**config.mk**
```make
export PLATFORM = sky130hd
export DESIGN_NAME = gen_dir_burst
export DESIGN_NICKNAME = d
export VERILOG_FILES = /design/src/rtl/gen_dir_burst.sv
export SDC_FILE = /design/constraint.sdc
export NUM_CORES = 1
export LEC_CHECK = 0
export BUFFER_PORTS_ARGS = -buffer_cell sky130_fd_sc_hd__buf_4
export CAP_MARGIN = 20
export CORE_MARGIN = 4
export CORE_UTILIZATION = 57
export DETAILED_ROUTE_END_ITERATION = 6
export PLACE_DENSITY = 0.95
export SYNTH_ARGS = -nofsm -noshare
export SYNTH_HDL_FRONTEND = slang
export SYNTH_SLANG_ARGS = --single-unit
```
**constraint.sdc**
```tcl
create_clock -name clk_i -period 12.9 [get_ports clk_i]
set_clock_uncertainty 0.1 [all_clocks]
set_input_delay 2.58 -clock clk_i [delete_from_list [all_inputs] [get_ports clk_i]]
set_output_delay 2.58 -clock clk_i [all_outputs]
set_load 0.03 [all_outputs]
```
**src/rtl/gen_dir_burst.sv**
```systemverilog
// Registered, handshaked 8086-style physical address generator.
// One accepted request emits a burst of len_i+1 sequential addresses.
module gen_dir_burst #(
    parameter int unsigned OffW     = 16,
    parameter int unsigned SegShift = 4,
    parameter int unsigned BurstW   = 2,
    localparam int unsigned AddrW   = OffW + SegShift
) (
    input  logic              clk_i,
    input  logic              rst_i,
    input  logic              req_valid_i,
    output logic              req_ready_o,
    input  logic              op_i,
    input  logic [1:0]        seg_sel_i,
    input  logic [2:0]        m1_sel_i,
    input  logic [2:0]        m2_sel_i,
    input  logic [OffW-1:0]   bx_i,
    input  logic [OffW-1:0]   si_i,
    input  logic [OffW-1:0]   di_i,
    input  logic [OffW-1:0]   bp_i,
    input  logic [OffW-1:0]   sp_i,
    input  logic [OffW-1:0]   cs_i,
    input  logic [OffW-1:0]   ds_i,
    input  logic [OffW-1:0]   es_i,
    input  logic [OffW-1:0]   ss_i,
    input  logic [OffW-1:0]   ip_i,
    input  logic [OffW-1:0]   desp_i,
    input  logic [BurstW-1:0] len_i,
    input  logic              size_i,
    output logic              dir_valid_o,
    input  logic              dir_ready_i,
    output logic [AddrW-1:0]  dir_o,
    output logic [OffW-1:0]   dir_off_o,
    output logic              dir_last_o,
    output logic              busy_o
);

    typedef enum logic {StIdle, StEmit} state_e;

    state_e              state_q;
    logic                req_ready_q;
    logic                dir_valid_q;
    logic [AddrW-1:0]    dir_q;
    logic [OffW-1:0]     dir_off_q;
    logic                dir_last_q;
    logic                busy_q;
    logic [OffW-1:0]     seg_q;
    logic [BurstW-1:0]   cnt_q;
    logic                step_q;

    logic [OffW-1:0]     m1_val;
    logic [OffW-1:0]     m2_val;
    logic [OffW-1:0]     data_seg;
    logic [OffW-1:0]     acc_seg;
    logic [OffW-1:0]     acc_off;
    logic [OffW-1:0]     off_next;

    // Both terms are widened to AddrW so the sum wraps at the top of memory.
    function automatic logic [AddrW-1:0] phys(input logic [OffW-1:0] seg,
                                              input logic [OffW-1:0] off);
        return {seg, {SegShift{1'b0}}} + {{SegShift{1'b0}}, off};
    endfunction

    always_comb begin
        m1_val = '0;
        case (m1_sel_i)
            3'b000:  m1_val = bx_i;
            3'b001:  m1_val = si_i;
            3'b010:  m1_val = di_i;
            3'b011:  m1_val = bp_i;
            3'b100:  m1_val = sp_i;
            default: m1_val = '0;
        endcase

        m2_val = '0;
        case (m2_sel_i)
            3'b000:  m2_val = bx_i;
            3'b001:  m2_val = si_i;
            3'b010:  m2_val = di_i;
            3'b011:  m2_val = bp_i;
            3'b100:  m2_val = sp_i;
            default: m2_val = '0;
        endcase

        data_seg = cs_i;
        case (seg_sel_i)
            2'b00:   data_seg = cs_i;
            2'b01:   data_seg = ds_i;
            2'b10:   data_seg = es_i;
            default: data_seg = ss_i;
        endcase

        acc_seg  = op_i ? data_seg : cs_i;
        acc_off  = op_i ? (m1_val + m2_val + desp_i) : ip_i;
        off_next = dir_off_q + (step_q ? OffW'(2) : OffW'(1));
    end

    always_ff @(posedge clk_i) begin
        if (rst_i) begin
            state_q     <= StIdle;
            req_ready_q <= 1'b0;
            dir_valid_q <= 1'b0;
            dir_q       <= '0;
            dir_off_q   <= '0;
            dir_last_q  <= 1'b0;
            busy_q      <= 1'b0;
            seg_q       <= '0;
            cnt_q       <= '0;
            step_q      <= 1'b0;
        end else begin
            case (state_q)
                StIdle: begin
                    req_ready_q <= 1'b1;
                    if (req_valid_i && req_ready_q) begin
                        seg_q       <= acc_seg;
                        dir_off_q   <= acc_off;
                        dir_q       <= phys(acc_seg, acc_off);
                        cnt_q       <= len_i;
                        step_q      <= size_i;
                        dir_last_q  <= (len_i == '0);
                        dir_valid_q <= 1'b1;
                        busy_q      <= 1'b1;
                        req_ready_q <= 1'b0;
                        state_q     <= StEmit;
                    end
                end
                StEmit: begin
                    if (dir_ready_i) begin
                        if (cnt_q == '0) begin
                            state_q     <= StIdle;
                            dir_valid_q <= 1'b0;
                            busy_q      <= 1'b0;
                            dir_last_q  <= 1'b0;
                            req_ready_q <= 1'b1;
                        end else begin
                            // Offset wraps inside the segment; segment base stays fixed.
                            dir_off_q  <= off_next;
                            dir_q      <= phys(seg_q, off_next);
                            cnt_q      <= cnt_q - BurstW'(1);
                            dir_last_q <= (cnt_q == BurstW'(1));
                        end
                    end
                end
                default: state_q <= StIdle;
            endcase
        end
    end

    assign req_ready_o = req_ready_q;
    assign dir_valid_o = dir_valid_q;
    assign dir_o       = dir_q;
    assign dir_off_o   = dir_off_q;
    assign dir_last_o  = dir_last_q;
    assign busy_o      = busy_q;

endmodule

```
==> metrics.txt, run 1 <==
# TYPE chip_impl_metric gauge
chip_impl_info{name="run_status",value="finished clean"} 1
chip_impl_metric{name="hold_violations",unit=""} 0
chip_impl_metric{name="via_count",unit=""} 8049
chip_impl_metric{name="max-slew-margin-rel",unit="%"} 22.4
chip_impl_metric{name="grt_start_max_net_pins",unit=""} 59
chip_impl_metric{name="routed-wl-met2",unit="um"} 11000
chip_impl_metric{name="route.final.wire_length",unit="um"} 23000
chip_impl_metric{name="power_spent_charging_and_discharging_nets",unit="W"} 0.000372
chip_impl_info{name="tritoncts",value="built"} 1
chip_impl_metric{name="antenna_cells_inserted",unit=""} 0
chip_impl_metric{name="drt_drc_violations_left",unit=""} 0
chip_impl_metric{name="crit_arrival",unit="ns"} 8.47
chip_impl_metric{name="globalRouteTotalUtil",unit="%"} 32.1
chip_impl_metric{name="m1WireLength",unit="um"} 8980
chip_impl_metric{name="synth.net_count",unit=""} 1164
chip_impl_metric{name="cpPeakStageDelay",unit="ns"} 0.92
chip_impl_metric{name="cellLeakagePower",unit="nW"} 3.90
chip_impl_info{name="cp_max_delay_cell",value="sky130_fd_sc_hd__nor2b_1"} 1
chip_impl_metric{name="timing_worst_slew_pin_value",unit="ns"} 1.16
chip_impl_metric{name="yosys_warnings",unit=""} 0
chip_impl_metric{name="violation_count_after_the_first_detailed_routing_iteration",unit=""} 990
chip_impl_metric{name="dpl.hpwl",unit="um"} 17900
chip_impl_metric{name="overflow",unit=""} 0
chip_impl_metric{name="dp_cells",unit=""} 1222
chip_impl_metric{name="fillerInstances",unit=""} 868
chip_impl_metric{name="synth_area_per_cell",unit="um^2"} 7.54
chip_impl_metric{name="register_area_share_after_synthesis",unit="%"} 16.0
chip_impl_metric{name="power.share.sequential",unit="%"} 22.8
chip_impl_info{name="cp_cell_sequence",value="buf_4 -> nor2b_1 -> a22oi_1 -> o22a_1 -> fa_1 -> inv_1 -> ha_1 -> inv_1 -> fa_1 -> nor2b_1 -> o31ai_1 -> a2111o_1 -> nand2_1 -> a31oi_1 -> xor2_1 -> o21ai_1 -> ha_1 -> a21oi_1 -> nand2_1 -> o32a_1 -> a41oi_1 -> xnor2_1 -> a211o_1 -> a21oi_1"} 1
chip_impl_metric{name="dr_wl_met3",unit="um"} 2360
chip_impl_metric{name="timing.reg2reg.setup_slack",unit="ns"} 8.84
chip_impl_metric{name="syn-instance-count",unit=""} 911
chip_impl_metric{name="clkTransAtPathRegs",unit="ns"} 0.07
chip_impl_metric{name="fin_setup_tns",unit="ns"} 0
chip_impl_metric{name="vdd_ir_drop_max",unit="V"} 0.0000657
chip_impl_metric{name="detailed_routing_iterations_pass_1",unit=""} 6
chip_impl_metric{name="grt_pass1_wl",unit="um"} 37700
chip_impl_metric{name="area_growth",unit="%"} 26.7
chip_impl_metric{name="std_cell_core_area",unit="mm^2"} 0.0116
chip_impl_metric{name="io_buffer_count",unit=""} 231
chip_impl_metric{name="initial_utilization",unit="%"} 59.2
chip_impl_metric{name="cell_area_synth",unit="mm^2"} 0.00687
chip_impl_metric{name="clock_insertion_delay_worst_skew",unit="ns"} 0.30
chip_impl_info{name="route.top_layer_used",value="met4"} 1
chip_impl_metric{name="fp.dieArea",unit="mm^2"} 0.0139
chip_impl_metric{name="layout.cells.non_filler",unit=""} 1232
chip_impl_info{name="ys_top_cells_by_count",value="sky130_fd_sc_hd__nand2_1 (97), sky130_fd_sc_hd__nor2_1 (80), sky130_fd_sc_hd__a21oi_1 (75)"} 1
chip_impl_info{name="synth.largest_area_cell",value="sky130_fd_sc_hd__dfxtp_1"} 1
chip_impl_metric{name="critPathMaxFanout",unit=""} 18
chip_impl_metric{name="pwr-share-comb",unit="%"} 59.8
chip_impl_metric{name="die-width",unit="um"} 118
chip_impl_metric{name="post_route_cells_drive_above_1_share",unit="%"} 26.8
chip_impl_metric{name="final_setup_vio_count",unit=""} 0
chip_impl_metric{name="die_outline_height",unit="um"} 118
chip_impl_info{name="crit_type",value="input port to flip-flop"} 1
chip_impl_metric{name="final_antenna_net_count",unit=""} 0
chip_impl_metric{name="multiInputGateArea",unit="mm^2"} 0.00540
chip_impl_metric{name="avgViaCountPerCell",unit=""} 6.53
chip_impl_metric{name="cts-resized-gates",unit=""} 0
chip_impl_metric{name="p_int",unit="W"} 0.000509
chip_impl_metric{name="power.switching_fraction",unit="%"} 42.2
chip_impl_info{name="cell_with_the_most_instances_after_synthesis",value="sky130_fd_sc_hd__nand2_1"} 1
chip_impl_metric{name="power-per-cell-area",unit="mW/mm^2"} 101
chip_impl_metric{name="synth_edf_count",unit=""} 0
chip_impl_info{name="clk_root_buffer_cell",value="sky130_fd_sc_hd__clkbuf_16"} 1
chip_impl_metric{name="clock_tree.buffer_depth",unit=""} 2
chip_impl_metric{name="post-cts-setup-buffers",unit=""} 0
chip_impl_metric{name="grt_pass1_vias",unit=""} 7884
chip_impl_metric{name="period_share",unit="%"} 64.6
chip_impl_info{name="holdCritPathClass",value="flip-flop to flip-flop"} 1
chip_impl_metric{name="cts_buffers",unit=""} 5
chip_impl_info{name="critical_path.startpoint_type",value="input port"} 1
chip_impl_metric{name="post_cts_hold_buffer_count",unit=""} 0
chip_impl_metric{name="postLayoutCellArea",unit="mm^2"} 0.00871
chip_impl_metric{name="globalplace.congestion",unit=""} 0.965
chip_impl_metric{name="clock_sinks",unit=""} 55
chip_impl_metric{name="fmaxAchievable",unit="MHz"} 120
chip_impl_metric{name="postPlaceCellArea",unit="mm^2"} 0.00853
chip_impl_metric{name="io-pin-count",unit=""} 232
chip_impl_metric{name="timing_max_transition_violations_final",unit=""} 0
chip_impl_metric{name="synthDominantCellAreaShare",unit="%"} 16.0
chip_impl_metric{name="clock_power_share",unit="%"} 17.4
chip_impl_metric{name="placementRows",unit=""} 39
chip_impl_metric{name="number_of_nets_in_the_layout",unit=""} 1342
chip_impl_metric{name="ff_latch_area",unit="mm^2"} 0.00110
chip_impl_metric{name="drt-wirelength-per-cell",unit="um"} 18.7
chip_impl_metric{name="cts.htree.levels",unit=""} 2
chip_impl_metric{name="synth_cell_types",unit=""} 66
chip_impl_metric{name="timing.final.crit_period",unit="ns"} 8.34
chip_impl_info{name="critical_path_capture_point_type",value="flip-flop"} 1
chip_impl_metric{name="grt_antenna_before_repair",unit=""} 0
chip_impl_info{name="synth_top_cells_by_area",value="sky130_fd_sc_hd__dfxtp_1 (16%), sky130_fd_sc_hd__ha_1 (7.6%), sky130_fd_sc_hd__a22oi_1 (7.0%)"} 1
chip_impl_info{name="unrepaired_setup_endpoints_after_global_routing",value="false"} 1
chip_impl_metric{name="synth_seq_cells",unit=""} 55
chip_impl_metric{name="drv_cap",unit=""} 0
chip_impl_metric{name="cp.required",unit="ns"} 13.04
chip_impl_info{name="synth_top_flop_cell",value="sky130_fd_sc_hd__dfxtp_1"} 1
chip_impl_metric{name="async_set_or_reset_flop_fraction_in_the_synthesized_netlist",unit="%"} 0
routing by layer:
| metal | vias up | GRT usage, % |
|---|---|---|
| met5 | - | 0 |
| met4 | 0 | 10.4 |
| met3 | 82 | 5.38 |
| met2 | 550 | 54.5 |
| met1 | 3677 | 41.6 |
| li1 | 3740 | - |
critical path, delay by kind of cell:
family / cells / cell delay (ns)
compound gates: 11 / 2.44
xor+xnor: 2 / 0.35
fa+ha+maj: 4 / 1.39
buf+inv: 3 / 0.33
simple gates: 4 / 1.37
metrics by stage:
step / worst slack [ns] / hold WS, ns / total power (W) / utilization [%]
floorplan: 5.44 / 0.341 / 0.000566 / -
global placement: 4.58 / 0.344 / 0.000702 / 73.4
detailed placement: 4.39 / 0.348 / 0.000714 / 73.4
CTS: 4.69 / 0.356 / 0.000869 / 74.8
global route: 4.24 / 0.383 / 0.000941 / 75.0
finish: 4.56 / 0.354 / 0.000881 / 75.0
logic make-up (layout without fill, tap and decap cells):
kind of cell    after synthesis  after routing  share of synthesized area, %
mux                          64             64                          9.98
compound gates              330            330                          31.7
simple gates                267            267                          17.9
xor+xnor                     45             45                          5.73
flops                        55             55                          16.0
buf+inv                      89            267                          5.48
fa+ha+maj                    61             61                          13.2
cell usage in the layout, fill, tap and decap left out, types with 11 or more instances in the layout:
cell type                  instances
sky130_fd_sc_hd__mux2i_1          28
sky130_fd_sc_hd__o22ai_1          37
sky130_fd_sc_hd__nor2_1           80
sky130_fd_sc_hd__o21ai_0          35
sky130_fd_sc_hd__inv_1            20
sky130_fd_sc_hd__fa_1             19
sky130_fd_sc_hd__a211oi_1         24
sky130_fd_sc_hd__a21oi_1          75
sky130_fd_sc_hd__a21o_1           18
sky130_fd_sc_hd__buf_4           239
sky130_fd_sc_hd__mux2_2           36
sky130_fd_sc_hd__nand3_1          15
sky130_fd_sc_hd__nor3_1           14
sky130_fd_sc_hd__ha_1             42
sky130_fd_sc_hd__o21ai_1          11
sky130_fd_sc_hd__xnor2_1          28
sky130_fd_sc_hd__nand2_1          97
sky130_fd_sc_hd__nor2b_1          11
sky130_fd_sc_hd__a22oi_1          64
sky130_fd_sc_hd__dfxtp_1          55
sky130_fd_sc_hd__xor2_1           17
power groups by stage:
stage / sequential (W) / clock (W) / combinational, W
floorplan: 0.000222 / 0 / 0.000344
global placement: 0.000203 / 0 / 0.000499
detailed placement: 0.000204 / 0 / 0.000511
CTS: 0.000200 / 0.000153 / 0.000516
global route: 0.000203 / 0.000162 / 0.000577
finish: 0.000200 / 0.000153 / 0.000527
final cells by class:
cell class	instances	area share (%)
Clock buffer	6	1.48
Timing Repair Buffer	239	20.6
Tap cell	143	2.05
Sequential cell	55	12.6
Clock inverter	1	0.345
Multi-Input combinational cell	767	62.0
Inverter	21	0.905
path summary, 6_finish.rpt:
kind                                       startpoint                      to  depth (start not counted)
worst max-delay path                      m2_sel_i[2]  dir_o[16]$_SDFFE_PP0P_                         24
worst min-delay path            dir_o[6]$_SDFFE_PP0P_   dir_o[6]$_SDFFE_PP0P_                          2
worst max register to register    step_q$_SDFFE_PP0P_  dir_o[15]$_SDFFE_PP0P_                         15
worst min register to register  dir_o[6]$_SDFFE_PP0P_   dir_o[6]$_SDFFE_PP0P_                          2
registers in the layout, indices dropped and copies added (netlist names):
register and count:
step_q 1, state_q 1, busy_o 1, cnt_q 2, dir_last_o 1, seg_q 16
dir_off_o 12, dir_o 20, req_ready_o 1
(Power assumes the default switching activity.)
==> run 2: changes to the inputs <==
--- a/config.mk
+++ b/config.mk
@@ -8,9 +8,9 @@
 export BUFFER_PORTS_ARGS = -buffer_cell sky130_fd_sc_hd__buf_4
 export CAP_MARGIN = 20
 export CORE_MARGIN = 4
-export CORE_UTILIZATION = 57
+export CORE_UTILIZATION = 53
 export DETAILED_ROUTE_END_ITERATION = 6
-export PLACE_DENSITY = 0.95
+export PLACE_DENSITY = 0.94
 export SYNTH_ARGS = -nofsm -noshare
 export SYNTH_HDL_FRONTEND = slang
 export SYNTH_SLANG_ARGS = --single-unit
==> constraint.sdc (replaced) <==
create_clock -name clk_i -period 7.75 [get_ports clk_i]
set_clock_uncertainty 0.1 [all_clocks]
set_input_delay 1.55 -clock clk_i [delete_from_list [all_inputs] [get_ports clk_i]]
set_output_delay 1.55 -clock clk_i [all_outputs]
set_load 0.03 [all_outputs]
==> metrics.txt, run 2 (synthesis gave the netlist of run 1 again) <==
# TYPE chip_impl_metric gauge
chip_impl_metric{name="postLayoutCellArea",unit="mm^2"} 0.00877
chip_impl_info{name="clk_root_buffer_cell",value="sky130_fd_sc_hd__clkbuf_16"} 1
chip_impl_metric{name="hold_violations",unit=""} 0
chip_impl_metric{name="cellLeakagePower",unit="nW"} 3.91
chip_impl_metric{name="initial_utilization",unit="%"} 54.2
chip_impl_metric{name="post_route_cells_drive_above_1_share",unit="%"} 27.1
chip_impl_metric{name="globalRouteTotalUtil",unit="%"} 29.4
chip_impl_metric{name="final_critical_path_setup_slack",unit="ns"} 0.990
chip_impl_metric{name="power.switching_fraction",unit="%"} 42.0
chip_impl_metric{name="power-per-cell-area",unit="mW/mm^2"} 166
chip_impl_metric{name="multiInputGateArea",unit="mm^2"} 0.00540
chip_impl_metric{name="cts.htree.levels",unit=""} 2
chip_impl_metric{name="post_cts_hold_buffer_count",unit=""} 0
chip_impl_info{name="layout_common_cells",value="sky130_fd_sc_hd__buf_4 (242), sky130_fd_sc_hd__nand2_1 (97), sky130_fd_sc_hd__nor2_1 (80)"} 1
chip_impl_metric{name="drt-wirelength-per-cell",unit="um"} 18.0
chip_impl_metric{name="fin_setup_tns",unit="ns"} 0
chip_impl_metric{name="via_count",unit=""} 7873
chip_impl_metric{name="clock_insertion_delay_worst_skew",unit="ns"} 0.30
chip_impl_metric{name="drt_drc_violations_left",unit=""} 0
chip_impl_metric{name="power_spent_charging_and_discharging_nets",unit="W"} 0.000612
chip_impl_metric{name="overflow",unit=""} 0
chip_impl_metric{name="std_cell_core_area",unit="mm^2"} 0.0127
chip_impl_metric{name="detailed_routing_iterations_pass_1",unit=""} 6
chip_impl_metric{name="ff_latch_area",unit="mm^2"} 0.00110
chip_impl_metric{name="whs",unit="ns"} 0.356
chip_impl_metric{name="largest_register_ff_count",unit=""} 20
chip_impl_metric{name="timing_worst_slew_pin_value",unit="ns"} 0.943
chip_impl_metric{name="number_of_cells_on_the_worst_reg_to_reg_path",unit=""} 15
chip_impl_metric{name="avgViaCountPerCell",unit=""} 6.23
chip_impl_metric{name="final_antenna_net_count",unit=""} 0
chip_impl_metric{name="grt_pass1_wl",unit="um"} 35900
chip_impl_info{name="crit_type",value="input port to flip-flop"} 1
chip_impl_metric{name="drv_cap",unit=""} 0
chip_impl_metric{name="vdd_ir_drop_max",unit="V"} 0.000119
chip_impl_metric{name="fmaxAchievable",unit="MHz"} 148
chip_impl_metric{name="io-pin-count",unit=""} 232
chip_impl_metric{name="crit_arrival",unit="ns"} 6.87
chip_impl_metric{name="violation_count_after_the_first_detailed_routing_iteration",unit=""} 940
chip_impl_metric{name="layout.cells.non_filler",unit=""} 1264
chip_impl_metric{name="io_buffer_count",unit=""} 231
chip_impl_metric{name="pwr-share-comb",unit="%"} 59.5
chip_impl_metric{name="number_of_nets_in_the_layout",unit=""} 1345
chip_impl_info{name="hold_start",value="dir_o[6]$_SDFFE_PP0P_"} 1
chip_impl_info{name="startpoint",value="m1_sel_i[1]"} 1
chip_impl_metric{name="fp.dieArea",unit="mm^2"} 0.0149
chip_impl_metric{name="power.share.sequential",unit="%"} 22.8
chip_impl_metric{name="fillerInstances",unit=""} 1063
chip_impl_metric{name="post-cts-setup-buffers",unit=""} 0
chip_impl_metric{name="period_share",unit="%"} 87.2
chip_impl_metric{name="area_growth",unit="%"} 27.6
chip_impl_metric{name="clock_power_share",unit="%"} 17.7
chip_impl_info{name="holdCritPathClass",value="flip-flop to flip-flop"} 1
chip_impl_metric{name="critPathMaxFanout",unit=""} 34
chip_impl_metric{name="placementRows",unit=""} 41
chip_impl_metric{name="clock_tree.buffer_depth",unit=""} 2
chip_impl_metric{name="die-width",unit="um"} 122
chip_impl_info{name="critical_path.startpoint_type",value="input port"} 1
chip_impl_metric{name="grt_start_max_net_pins",unit=""} 59
chip_impl_metric{name="postPlaceCellArea",unit="mm^2"} 0.00861
chip_impl_metric{name="dp_cells",unit=""} 1257
chip_impl_metric{name="cts-resized-gates",unit=""} 0
chip_impl_info{name="layout.cells.most_common",value="sky130_fd_sc_hd__buf_4"} 1
chip_impl_metric{name="grt_antenna_before_repair",unit=""} 0
chip_impl_metric{name="globalplace.congestion",unit=""} 0.959
chip_impl_metric{name="antenna_cells_inserted",unit=""} 0
chip_impl_metric{name="dpl.hpwl",unit="um"} 17900
chip_impl_metric{name="route.final.wire_length",unit="um"} 22700
chip_impl_metric{name="final_setup_vio_count",unit=""} 0
chip_impl_metric{name="clkTransAtPathRegs",unit="ns"} 0.07
chip_impl_metric{name="placement.setup.worst_slack",unit="ns"} 0.865
chip_impl_metric{name="cp.required",unit="ns"} 7.86
chip_impl_metric{name="grt_pass1_vias",unit=""} 7484
chip_impl_metric{name="cts_buffers",unit=""} 5
chip_impl_info{name="critical_path_capture_point_type",value="flip-flop"} 1
chip_impl_info{name="run_status",value="finished clean"} 1
chip_impl_info{name="unrepaired_setup_endpoints_after_global_routing",value="false"} 1
chip_impl_info{name="tritoncts",value="built"} 1
chip_impl_metric{name="max-slew-margin-rel",unit="%"} 37.1
chip_impl_info{name="cp-endpoint",value="dir_o[19]$_SDFFE_PP0P_"} 1
chip_impl_metric{name="timing.final.crit_period",unit="ns"} 6.76
chip_impl_metric{name="timing_max_transition_violations_final",unit=""} 0
chip_impl_info{name="regToRegStartpoint",value="step_q$_SDFFE_PP0P_"} 1
chip_impl_metric{name="die_outline_height",unit="um"} 122
chip_impl_metric{name="timing.reg2reg.setup_slack",unit="ns"} 3.58
chip_impl_metric{name="clock_sinks",unit=""} 55
chip_impl_metric{name="p_int",unit="W"} 0.000847
chip_impl_info{name="rr_endpoint",value="dir_o[15]$_SDFFE_PP0P_"} 1
## run 2: final cells by class
type                    instances  share of cell area [%]
clock buffers                   5                    1.43
well taps                     172                    2.45
clock inverters                 2                   0.428
repair buffers                242                    20.7
flip-flops and latches         55                    12.6
multi-input cells             767                    61.5
inverters                      21                   0.899
## run 2: power by group through the flow
stage | clock, W | sequential [W] | combinational (W)
floorplan | 0 | 0.000370 | 0.000572
global placement | 0 | 0.000338 | 0.000835
finish | 0.000258 | 0.000333 | 0.000867
detailed placement | 0 | 0.000339 | 0.000850
CTS | 0.000257 | 0.000332 | 0.000858
global route | 0.000269 | 0.000336 | 0.000956
## run 2: worst min-delay path by stage
| stage | depth (start not counted) | slack, ns | endpoint |
|---|---|---|---|
| floorplan | 2 | 0.34 | seg_q[0]$_SDFFE_PP0P_ |
| detailed placement | 2 | 0.35 | dir_o[6]$_SDFFE_PP0P_ |
| global placement | 2 | 0.34 | dir_o[6]$_SDFFE_PP0P_ |
| CTS | 2 | 0.36 | dir_o[6]$_SDFFE_PP0P_ |
| finish | 2 | 0.36 | dir_o[6]$_SDFFE_PP0P_ |
| global route | 2 | 0.38 | seg_q[5]$_SDFFE_PP0P_ |
## run 2: routing by layer
| layer | vias up | GRT usage (%) | routed length [um] |
|---|---|---|---|
| met2 | 413 | 50.0 | 10800 |
| met1 | 3652 | 39.0 | 9300 |
| met3 | 62 | 3.67 | 1950 |
| li1 | 3746 | - | - |
| met4 | 0 | 9.24 | 693 |
| met5 | - | 0 | 0 |
## run 2: worst max-delay path: stages
cell and delay [ns]:
sky130_fd_sc_hd__buf_4 0.21, sky130_fd_sc_hd__nor2_1 0.41, sky130_fd_sc_hd__buf_4 0.28, sky130_fd_sc_hd__a22oi_1 0.10, sky130_fd_sc_hd__o22ai_1 0.20, sky130_fd_sc_hd__fa_1 0.44, sky130_fd_sc_hd__ha_1 0.25, sky130_fd_sc_hd__or4_1 0.55
sky130_fd_sc_hd__a21oi_2 0.21, sky130_fd_sc_hd__o21ai_1 0.20, sky130_fd_sc_hd__xnor2_1 0.16, sky130_fd_sc_hd__mux2_2 0.28, sky130_fd_sc_hd__ha_1 0.37, sky130_fd_sc_hd__a2111oi_0 0.53, sky130_fd_sc_hd__o21a_1 0.27, sky130_fd_sc_hd__nor3_1 0.08
sky130_fd_sc_hd__o21ai_1 0.29, sky130_fd_sc_hd__a211oi_2 0.13, sky130_fd_sc_hd__mux2i_1 0.14, sky130_fd_sc_hd__a311oi_1 0.20
## run 2: metrics by stage
| stage | utilization (%) | total power (W) |
|---|---|---|
| after global placement | 67.9 | 0.00117 |
| after global routing | 69.2 | 0.00156 |
| after detailed placement | 67.9 | 0.00119 |
| after CTS | 69.2 | 0.00145 |
| after floorplan | - | 0.000942 |
| final | 69.2 | 0.00146 |
